`src/rtl/multicycle_ctrl_pkg.sv`:
```
// Shared types and encodings for the multi-cycle RV32I-subset control FSM.
package multicycle_ctrl_pkg;

  // FSM states; one instruction walks FETCH -> DECODE -> ... -> FETCH.
  typedef enum logic [3:0] {
    BOOT    = 4'd0,
    FETCH   = 4'd1,
    DECODE  = 4'd2,
    EXEC_R  = 4'd3,
    EXEC_I  = 4'd4,
    ALU_WB  = 4'd5,
    MEM_ADR = 4'd6,
    MEM_RD  = 4'd7,
    MEM_WB  = 4'd8,
    MEM_WR  = 4'd9,
    BRANCH  = 4'd10,
    TRAP    = 4'd11
  } state_t;

  // Major opcodes as seen on instr[6:2] (instr[1:0] is always 2'b11 for RV32I).
  localparam logic [4:0] OP_LOAD   = 5'b00000;
  localparam logic [4:0] OP_STORE  = 5'b01000;
  localparam logic [4:0] OP_OP     = 5'b01100;
  localparam logic [4:0] OP_OPIMM  = 5'b00100;
  localparam logic [4:0] OP_BRANCH = 5'b11000;

  // ALU operations.
  localparam logic [2:0] ALU_ADD = 3'b000;
  localparam logic [2:0] ALU_SUB = 3'b001;

  // ALU operand A select.
  localparam logic [1:0] SRCA_PC    = 2'b00;
  localparam logic [1:0] SRCA_OLDPC = 2'b01;
  localparam logic [1:0] SRCA_RS1   = 2'b10;

  // ALU operand B select.
  localparam logic [1:0] SRCB_RS2  = 2'b00;
  localparam logic [1:0] SRCB_IMM  = 2'b01;
  localparam logic [1:0] SRCB_FOUR = 2'b10;

  // Immediate format select.
  localparam logic [1:0] IMM_I = 2'b00;
  localparam logic [1:0] IMM_S = 2'b01;
  localparam logic [1:0] IMM_B = 2'b10;

  // Bundle of every datapath control; lets the output decoder start from '0.
  typedef struct packed {
    logic       mem_req;
    logic       mem_we;
    logic       iord;
    logic       ir_we;
    logic       pc_we;
    logic       pc_src;
    logic       reg_write;
    logic       result_src;
    logic [1:0] alu_src_a;
    logic [1:0] alu_src_b;
    logic [1:0] imm_type;
    logic [2:0] alu_ctrl;
    logic       instr_done;
    logic       illegal;
  } ctrl_t;

endpackage

```
`src/rtl/multicycle_ctrl_alu_decoder.sv`:
```
// Maps {opcode, funct3, funct7} to an ALU operation and a legality flag
// for the supported subset (addi, add/sub, lw, sw, beq/bne).
module alu_decoder
  import multicycle_ctrl_pkg::*;
(
  input  logic [4:0] opcode,
  input  logic [2:0] funct3,
  input  logic [6:0] funct7,
  output logic [2:0] alu_ctrl,
  output logic       legal
);

  // Per-opcode legality and ALU op; unsupported opcodes fall out as illegal.
  always_comb begin
    alu_ctrl = ALU_ADD;
    legal    = 1'b0;
    case (opcode)
      OP_LOAD, OP_STORE: begin
        // Address generation is always rs1 + imm; width is not checked.
        legal = 1'b1;
      end
      OP_OPIMM: begin
        legal = (funct3 == 3'b000);
      end
      OP_OP: begin
        legal    = (funct3 == 3'b000) && ((funct7 == 7'h00) || (funct7 == 7'h20));
        alu_ctrl = funct7[5] ? ALU_SUB : ALU_ADD;
      end
      OP_BRANCH: begin
        // Only beq (000) and bne (001); compare is done by subtracting.
        legal    = (funct3[2:1] == 2'b00);
        alu_ctrl = ALU_SUB;
      end
      default: begin
        legal = 1'b0;
      end
    endcase
  end

endmodule

```
`src/rtl/multicycle_ctrl.sv`:
```
// Multi-cycle control FSM: sequences fetch/decode/execute/memory/writeback
// over a shared ALU and unified memory port. Outputs are a pure function of
// the current state, the instruction register and the eq/mem_ready inputs.
module multicycle_ctrl
  import multicycle_ctrl_pkg::*;
#(
  parameter int IN_WIDTH = 32
) (
  input  logic                clk,
  input  logic                rst_n,
  input  logic [IN_WIDTH-1:0] instr,
  input  logic                eq,
  input  logic                mem_ready,
  output logic                mem_req,
  output logic                mem_we,
  output logic                iord,
  output logic                ir_we,
  output logic                pc_we,
  output logic                pc_src,
  output logic                reg_write,
  output logic                result_src,
  output logic [1:0]          alu_src_a,
  output logic [1:0]          alu_src_b,
  output logic [1:0]          imm_type,
  output logic [2:0]          alu_ctrl,
  output logic                instr_done,
  output logic                illegal
);

  state_t     state, state_next;
  ctrl_t      c;
  logic [4:0] opcode;
  logic [2:0] funct3;
  logic [6:0] funct7;
  logic [2:0] dec_alu_ctrl;
  logic       dec_legal;
  logic       taken;

  assign opcode = instr[6:2];
  assign funct3 = instr[14:12];
  assign funct7 = instr[31:25];

  // Register specifiers, immediates and the low opcode bits belong to the datapath.
  logic unused_instr_bits;
  assign unused_instr_bits = ^{instr[24:15], instr[11:7], instr[1:0]};

  alu_decoder u_alu_decoder (
    .opcode   (opcode),
    .funct3   (funct3),
    .funct7   (funct7),
    .alu_ctrl (dec_alu_ctrl),
    .legal    (dec_legal)
  );

  // beq takes on equal, bne on not-equal; funct3[0] selects the sense.
  assign taken = eq ^ funct3[0];

  // State register; async clear drops any in-flight memory request at once.
  always_ff @(posedge clk or negedge rst_n) begin
    if (!rst_n) state <= BOOT;
    else        state <= state_next;
  end

  // Next-state sequencing; memory states stall on mem_ready, TRAP is terminal.
  always_comb begin
    state_next = state;
    case (state)
      BOOT:    state_next = FETCH;
      FETCH:   if (mem_ready) state_next = DECODE;
      DECODE: begin
        case (opcode)
          OP_LOAD, OP_STORE: state_next = MEM_ADR;
          OP_OP:             state_next = EXEC_R;
          OP_OPIMM:          state_next = EXEC_I;
          OP_BRANCH:         state_next = dec_legal ? BRANCH : TRAP;
          default:           state_next = TRAP;
        endcase
      end
      EXEC_R:  state_next = dec_legal ? ALU_WB : TRAP;
      EXEC_I:  state_next = dec_legal ? ALU_WB : TRAP;
      ALU_WB:  state_next = FETCH;
      MEM_ADR: state_next = (opcode == OP_STORE) ? MEM_WR : MEM_RD;
      MEM_RD:  if (mem_ready) state_next = MEM_WB;
      MEM_WB:  state_next = FETCH;
      MEM_WR:  if (mem_ready) state_next = FETCH;
      BRANCH:  state_next = FETCH;
      TRAP:    state_next = TRAP;
      default: state_next = TRAP;
    endcase
  end

  // Output decode; every control defaults low so BOOT and TRAP are quiet.
  always_comb begin
    c = '0;
    case (state)
      FETCH: begin
        // Request/address stay constant while stalled; PC+4 and IR load only on ready.
        c.mem_req = 1'b1;
        c.iord    = 1'b0;
        if (mem_ready) begin
          c.ir_we     = 1'b1;
          c.pc_we     = 1'b1;
          c.pc_src    = 1'b0;
          c.alu_src_a = SRCA_PC;
          c.alu_src_b = SRCB_FOUR;
          c.alu_ctrl  = ALU_ADD;
        end
      end
      DECODE: begin
        // Speculatively form the branch target into ALUOut.
        c.alu_src_a = SRCA_OLDPC;
        c.alu_src_b = SRCB_IMM;
        c.imm_type  = IMM_B;
        c.alu_ctrl  = ALU_ADD;
      end
      EXEC_R: begin
        if (dec_legal) begin
          c.alu_src_a = SRCA_RS1;
          c.alu_src_b = SRCB_RS2;
          c.alu_ctrl  = dec_alu_ctrl;
        end
      end
      EXEC_I: begin
        if (dec_legal) begin
          c.alu_src_a = SRCA_RS1;
          c.alu_src_b = SRCB_IMM;
          c.imm_type  = IMM_I;
          c.alu_ctrl  = dec_alu_ctrl;
        end
      end
      ALU_WB: begin
        c.reg_write  = 1'b1;
        c.result_src = 1'b0;
        c.instr_done = 1'b1;
      end
      MEM_ADR: begin
        c.alu_src_a = SRCA_RS1;
        c.alu_src_b = SRCB_IMM;
        c.imm_type  = (opcode == OP_STORE) ? IMM_S : IMM_I;
        c.alu_ctrl  = ALU_ADD;
      end
      MEM_RD: begin
        c.mem_req = 1'b1;
        c.iord    = 1'b1;
      end
      MEM_WB: begin
        c.reg_write  = 1'b1;
        c.result_src = 1'b1;
        c.instr_done = 1'b1;
      end
      MEM_WR: begin
        c.mem_req    = 1'b1;
        c.mem_we     = 1'b1;
        c.iord       = 1'b1;
        c.instr_done = mem_ready;
      end
      BRANCH: begin
        c.alu_src_a  = SRCA_RS1;
        c.alu_src_b  = SRCB_RS2;
        c.alu_ctrl   = dec_alu_ctrl;
        c.pc_we      = taken;
        c.pc_src     = 1'b1;
        c.instr_done = 1'b1;
      end
      TRAP: begin
        c.illegal = 1'b1;
      end
      default: begin
        c = '0;
      end
    endcase
  end

  assign mem_req    = c.mem_req;
  assign mem_we     = c.mem_we;
  assign iord       = c.iord;
  assign ir_we      = c.ir_we;
  assign pc_we      = c.pc_we;
  assign pc_src     = c.pc_src;
  assign reg_write  = c.reg_write;
  assign result_src = c.result_src;
  assign alu_src_a  = c.alu_src_a;
  assign alu_src_b  = c.alu_src_b;
  assign imm_type   = c.imm_type;
  assign alu_ctrl   = c.alu_ctrl;
  assign instr_done = c.instr_done;
  assign illegal    = c.illegal;

endmodule

```
`config.mk`:
```
export PLATFORM = sky130hd
export DESIGN_NAME = multicycle_ctrl
export DESIGN_NICKNAME = d
export VERILOG_FILES = /design/src/rtl/multicycle_ctrl_pkg.sv /design/src/rtl/multicycle_ctrl_alu_decoder.sv /design/src/rtl/multicycle_ctrl.sv
export SDC_FILE = /design/constraint.sdc
export NUM_CORES = 1
export LEC_CHECK = 0
export CORE_ASPECT_RATIO = 0.6
export CORE_MARGIN = 10
export CORE_UTILIZATION = 25
export CTS_CLUSTER_SIZE = 24
export DETAILED_ROUTE_END_ITERATION = 8
export SLEW_MARGIN = 25
export SYNTH_ARGS = -nofsm -noshare
export SYNTH_HDL_FRONTEND = slang
export SYNTH_HIERARCHICAL = 1
export SYNTH_SLANG_ARGS = --single-unit
```
`constraint.sdc`:
```
create_clock -name clk -period 1.88 [get_ports clk]
set_input_delay 0.376 -clock clk [delete_from_list [all_inputs] [get_ports clk]]
set_output_delay 0.376 -clock clk [all_outputs]
set_load 0.01 [all_outputs]
```
==> out/results.txt, run 1 <==
Outcome: finished, violations left
Failing checks: setup timing
Endpoints failing setup: 4
Horiz. Die Dim: 91.7 um
Total Wirelength: 3940 um
Die Height: 63.0 um
I/O pin count: 55
Most flops, register: state
Sequential share of power: 22.6%
Yosys reg bits: 4
Seq. cell area: 105 um2
NetSw: 0.0921 mW
Initial Util: 26.5%
Cells on worst reg2reg path: 7
Cell count after synthesis: 112
Area grow syn2layout: 120%
Vias in the first global route: 1170
Max-cap violation count: 0
CTS max path bufs: 2
Area of the multi-input gates: 758 um2
GRT Overall Usage: 12.7%
Clk pwr share: 47.0%
Final antenna-violating net count: 0
Critical-path maximum fanout: 3
GPL Wtd Cong: 0.868
Area contributors post-synth: dfrtp_1, nand2b_1, nand2_1
Worst Skew: 1.73 ps
DR vias/cell: 5.13
Min cycle time layout: 2190 ps
Reg2reg start: state[2]
Yosys cell types: 44
Final Worst Setup Slack: -313 ps
Core box area: 2910 um2
DP Cell Count: 208
CP peak stage delay: 320 ps
Required @ worst endpoint: 1500 ps
Clk root buf: clkbuf_8
Final nets: 231
P_int: 0.291 mW
1st-iter DRT viols: 103
Max reg flops: 4
PD cells: 226 nW/um2
Largest net degree at the start of global routing: 12
Setup CP Type: input pin to primary output
Row Count: 15
FMAX: 456 MHz
DRC Markers: 0
Unrepaired setup endpoints after global routing: true
Cell taking the most area after synthesis: dfrtp_1
Crit path launch type: input pin
Synth top area share: 13.0%
Reg clk slew, reported paths: 30 ps
Crit path DAT: 1820 ps
Fraction of layout cells with a size suffix above 1: 58.5%
Finished Layout Cells: 235
N_diodes: 0
Pre-CTS setup slack: -1160 ps
Mean Syn Cell Area: 6.88 um2
Clk sinks: 4
H-tree depth: 1
CTS tree: done
WL per Instance: 16.8 um
R2R Setup Slk: -90 ps
Logic pwr share: 30.4%
First-pass GRT wire length: 6000 um
Post-synthesis sequential area ratio: 13.0%
Leakage Power: 0.800 nW
Synth warn: 6
Remaining global-route overflow: 0
Worst setup EP type: primary output
Top Registers: state x4
Cell mode on critical path: buf_4
DIE AREA: 5780 um2
Buffers on Ports: 35
Post-DP HPWL: 2460 um
Via count of the routed design: 1206
HP Class: input pin to asynchronous set/reset pin
Fillers: 274
Worst-path cell chain: buf_8, nor4b_4, a211oi_2, o31ai_2, buf_4, nand2_2, o22ai_2, buf_4, and2_4, buf_6
Total CTS buffers: 3
Final hold violations: 0
Critical R2R Capture: state[3]
Pwr Total: 0.383 mW
Fin crit share: 117%
Maximum vdd drop: 334 uV
Slowest cell on crit path: nor4b_4
Switching Fraction: 24.0%
Drt first pass iters: 4
Initial antenna violation count: 0
Clk_lat worst skew: 220 ps
Synth Cell Area: 771 um2
Hold_buf cts: 0
Max-slew violations: 0
## what timing repair did
| action | 4_1_cts | 5_1_grt |
|---|---|---|
| endpoints found under the setup margin | 21 | 18 |
| gates resized for setup | 118 | 43 |
| buffers inserted | 19 | 5 |
| pin swaps | 14 | 14 |
## critical path, delay by kind of cell
family,cells,cell delay (ps)
AND/OR/NAND/NOR,3,500
AO/OA/AOI/OAI,3,430
buffers and inverters,4,530
## worst max path at each step
stage / from / end
3_3_place_gp: instr[5] / alu_ctrl[0]
6_report: instr[13] / alu_ctrl[0]
2_1_floorplan: instr[4] / alu_ctrl[0]
4_1_cts: instr[13] / alu_ctrl[0]
3_5_place_dp: instr[4] / alu_ctrl[0]
5_1_grt: instr[13] / alu_ctrl[0]
## kinds of logic after synthesis
logic type      after synthesis  synth area share (%)
compound gates               29                  25.8
other cells                   1                 0.487
simple gates                 62                  48.5
flops                         4                  13.0
xor+xnor                      2                  2.27
buf+inv                      14                  9.90
## Yosys cell counts, drive strengths merged
library cell / number
o221ai: 1
a21boi: 3
a2111oi: 1
or3b: 1
a32o: 1
or4b: 2
a32oi: 2
buf: 6
xnor2: 1
conb: 1
dfrtp: 4
and3: 2
nand4: 2
a21o: 1
a21oi: 5
a22oi: 1
and2: 6
a31oi: 1
nand2b: 7
xor2: 1
nand3b: 1
clkbuf: 6
and3b: 1
a211oi: 2
nand2: 11
a221oi: 1
nand3: 1
nand4bb: 1
o21ai: 6
or2: 1
inv: 2
o22ai: 3
nor4b: 4
nor3b: 2
and4bb: 1
nor3: 5
o31ai: 1
nor2: 9
nor4: 2
nor2b: 3
## stage by stage
| step | cell area [um2] | hold WS (ps) | utilization [%] | TNS (ps) |
|---|---|---|---|---|
| final | 1690 | 367 | 58.2 | -939 |
| after global routing | 1690 | 379 | 58.2 | -1200 |
| after CTS | 1590 | 364 | 54.5 | -794 |
| after detailed placement | 1330 | 593 | 45.8 | -7730 |
| after global placement | 1330 | 581 | 45.8 | -7470 |
| after floorplan | 776 | 80.4 | - | -91.7 |
## layout make-up
| class | count | area share, % |
|---|---|---|
| multi-input combinational | 95 | 44.8 |
| timing repair buffer | 89 | 43.1 |
| sequential | 4 | 6.20 |
| tap | 42 | 3.10 |
| clock buffer | 3 | 2.44 |
| inverter | 2 | 0.443 |
## cell usage in the layout, fill, tap and decap left out, types with 3 or more instances in the layout
cell and n:
buf_4 48, a21oi_1 3, nand2_1 9, buf_6 12, clkbuf_2 7, nor3_1 3
dlygate4sd2_1 6, clkbuf_8 3, o21ai_0 4, buf_8 3, dfrtp_2 4, nand2b_1 6
nor2_1 5, nor4b_4 3, clkdlybuf4s50_1 4, and2_1 5, buf_2 6
## routing by layer
| layer | wire length, um | part of all wire (%) | up-vias | track usage [%] |
|---|---|---|---|---|
| met5 | 0 | 0 | - | 0 |
| met4 | 60 | 1.5 | 0 | 2.72 |
| met3 | 301 | 7.6 | 10 | 5.28 |
| met2 | 1880 | 48 | 57 | 19.8 |
| met1 | 1700 | 43 | 565 | 15.7 |
| li1 | - | - | 574 | - |
## power groups by stage
stage	clock [mW]	sequential (mW)	combinational [mW]
after detailed placement	0	0.0877	0.0928
after global routing	0.196	0.0866	0.124
after CTS	0.185	0.0867	0.109
final	0.180	0.0867	0.117
after floorplan	0	0.0877	0.0234
after global placement	0	0.0877	0.0913
Power figures use the tool's default switching activity.
==> run 2: changes to the inputs <==
--- a/config.mk
+++ b/config.mk
@@ -7,9 +7,10 @@
 export LEC_CHECK = 0
 export CORE_ASPECT_RATIO = 0.6
 export CORE_MARGIN = 10
-export CORE_UTILIZATION = 25
+export CORE_UTILIZATION = 31
 export CTS_CLUSTER_SIZE = 24
 export DETAILED_ROUTE_END_ITERATION = 8
+export PLACE_DENSITY = 0.88
 export SLEW_MARGIN = 25
 export SYNTH_ARGS = -nofsm -noshare
 export SYNTH_HDL_FRONTEND = slang
==> out/results.txt, run 2 (same netlist as run 1, synthesis figures left out) <==
Outcome: finished, violations left
Failing checks: setup timing
Clk root buf: clkbuf_8
WL per Instance: 17.4 um
Core box area: 2260 um2
Total CTS buffers: 3
Worst setup EP type: primary output
GRT Overall Usage: 14.1%
Remaining global-route overflow: 0
Max-cap violation count: 0
Endpoints failing setup: 4
Critical path startpoint: instr[4]
Setup CP Type: input pin to primary output
CTS tree: done
Commonest non-fill, non-tap cells in the layout: buf_4, nand2_1, clkbuf_2, buf_6
N_diodes: 0
Finished Layout Cells: 213
Final nets: 221
GPL Wtd Cong: 0.964
Fin area: 1600 um2
Critical-path maximum fanout: 4
Worst hold slack: 359 ps
H-tree depth: 1
Reg2reg start: state[2]
Die Height: 58.6 um
Crit path launch type: input pin
Vias in the first global route: 1167
Final hold violations: 0
Cells on worst reg2reg path: 7
Critical R2R Capture: state[3]
CTS max path bufs: 2
Drt first pass iters: 4
1st-iter DRT viols: 50
Final core occ: 70.9%
Worst Skew: 1.11 ps
Largest net degree at the start of global routing: 15
Top Registers: state x4
DP Cell Count: 195
Leakage Power: 0.740 nW
Maximum vdd drop: 278 uV
Placed cell area: 1310 um2
FMAX: 474 MHz
Commonest non-fill, non-tap cell in the layout: buf_4
Fraction of layout cells with a size suffix above 1: 54.6%
Pwr Total: 0.388 mW
Min cycle time layout: 2110 ps
Required @ worst endpoint: 1500 ps
DRC Markers: 0
Reg clk slew, reported paths: 30 ps
Max-slew violations: 0
DR vias/cell: 5.35
R2R Setup Slk: -60 ps
Fin Setup TNS: -586 ps
Initial Util: 34.1%
Pre-CTS setup slack: -1100 ps
Row Count: 13
Initial antenna violation count: 0
Max reg flops: 4
Post-DP HPWL: 2550 um
DIE AREA: 4950 um2
Unrepaired setup endpoints after global routing: true
I/O pin count: 55
PD cells: 242 nW/um2
Horiz. Die Dim: 84.4 um
Final Worst Setup Slack: -230 ps
Via count of the routed design: 1139
HP Class: input pin to asynchronous set/reset pin
Clk sinks: 4
Clk_lat worst skew: 210 ps
First-pass GRT wire length: 5830 um
Crit path DAT: 1730 ps
Most flops, register: state
Total Wirelength: 3720 um
Fin crit share: 112%
Buffers on Ports: 35
Area grow syn2layout: 108%
Final antenna-violating net count: 0
run 2: cell types whose count changed in the layout (fill, tap and decap cells not counted), sizes merged:
cell	delta
clkbuf	+3
dlygate4sd2	-1
buf	-12
run 2: report_power, final:
group | internal [mW] | leakage, nW | switching (mW)
logic | 0.0705 | 0.680 | 0.0558
clock network | 0.136 | 0.0216 | 0.0391
registers | 0.0867 | 0.0379 | 0
run 2: layout make-up:
class / count / area, um2
Multi-Input combinational cell: 95 / 787
Fill cell: 168 / 658
Timing Repair Buffer: 79 / 626
Sequential cell: 4 / 104
Clock buffer: 3 / 41.3
Tap cell: 30 / 37.5
Inverter: 2 / 7.51
run 2: timing repair:
| item | CTS | global route |
|---|---|---|
| setup endpoints to repair | 21 | 15 |
| pin swaps | 12 | 16 |
| buffers inserted | 9 | 6 |
| hold buffers | 0 | 0 |
| resized for setup | 105 | 49 |
run 2: worst max-delay path by stage:
stage          cells after the start  slack, ps           to
2_1_floorplan                      7        -60  alu_ctrl[0]
3_3_place_gp                       9      -1000  alu_ctrl[0]
3_5_place_dp                       9      -1100  alu_ctrl[0]
4_1_cts                            9       -240  alu_ctrl[0]
5_1_grt                            8       -290  alu_ctrl[0]
6_report                           8       -230  alu_ctrl[0]
run 2: metal layers:
layer | part of all wire (%) | wire length, um | global-route usage (%) | up-vias
met5 | 0 | 0 | 0 | -
met4 | 0 | 0 | 4.91 | 0
met3 | 6.4 | 239 | 3.16 | 0
li1 | - | - | - | 554
met2 | 48 | 1800 | 24.1 | 38
met1 | 45 | 1680 | 17.2 | 547
run 2: critical path, cell delays in order:
cell	delay, ps
buf_8	110
nor4b_4	310
a211oi_4	70
o31ai_4	220
a32oi_1	140
o22ai_2	220
and2_1	160
buf_2	130
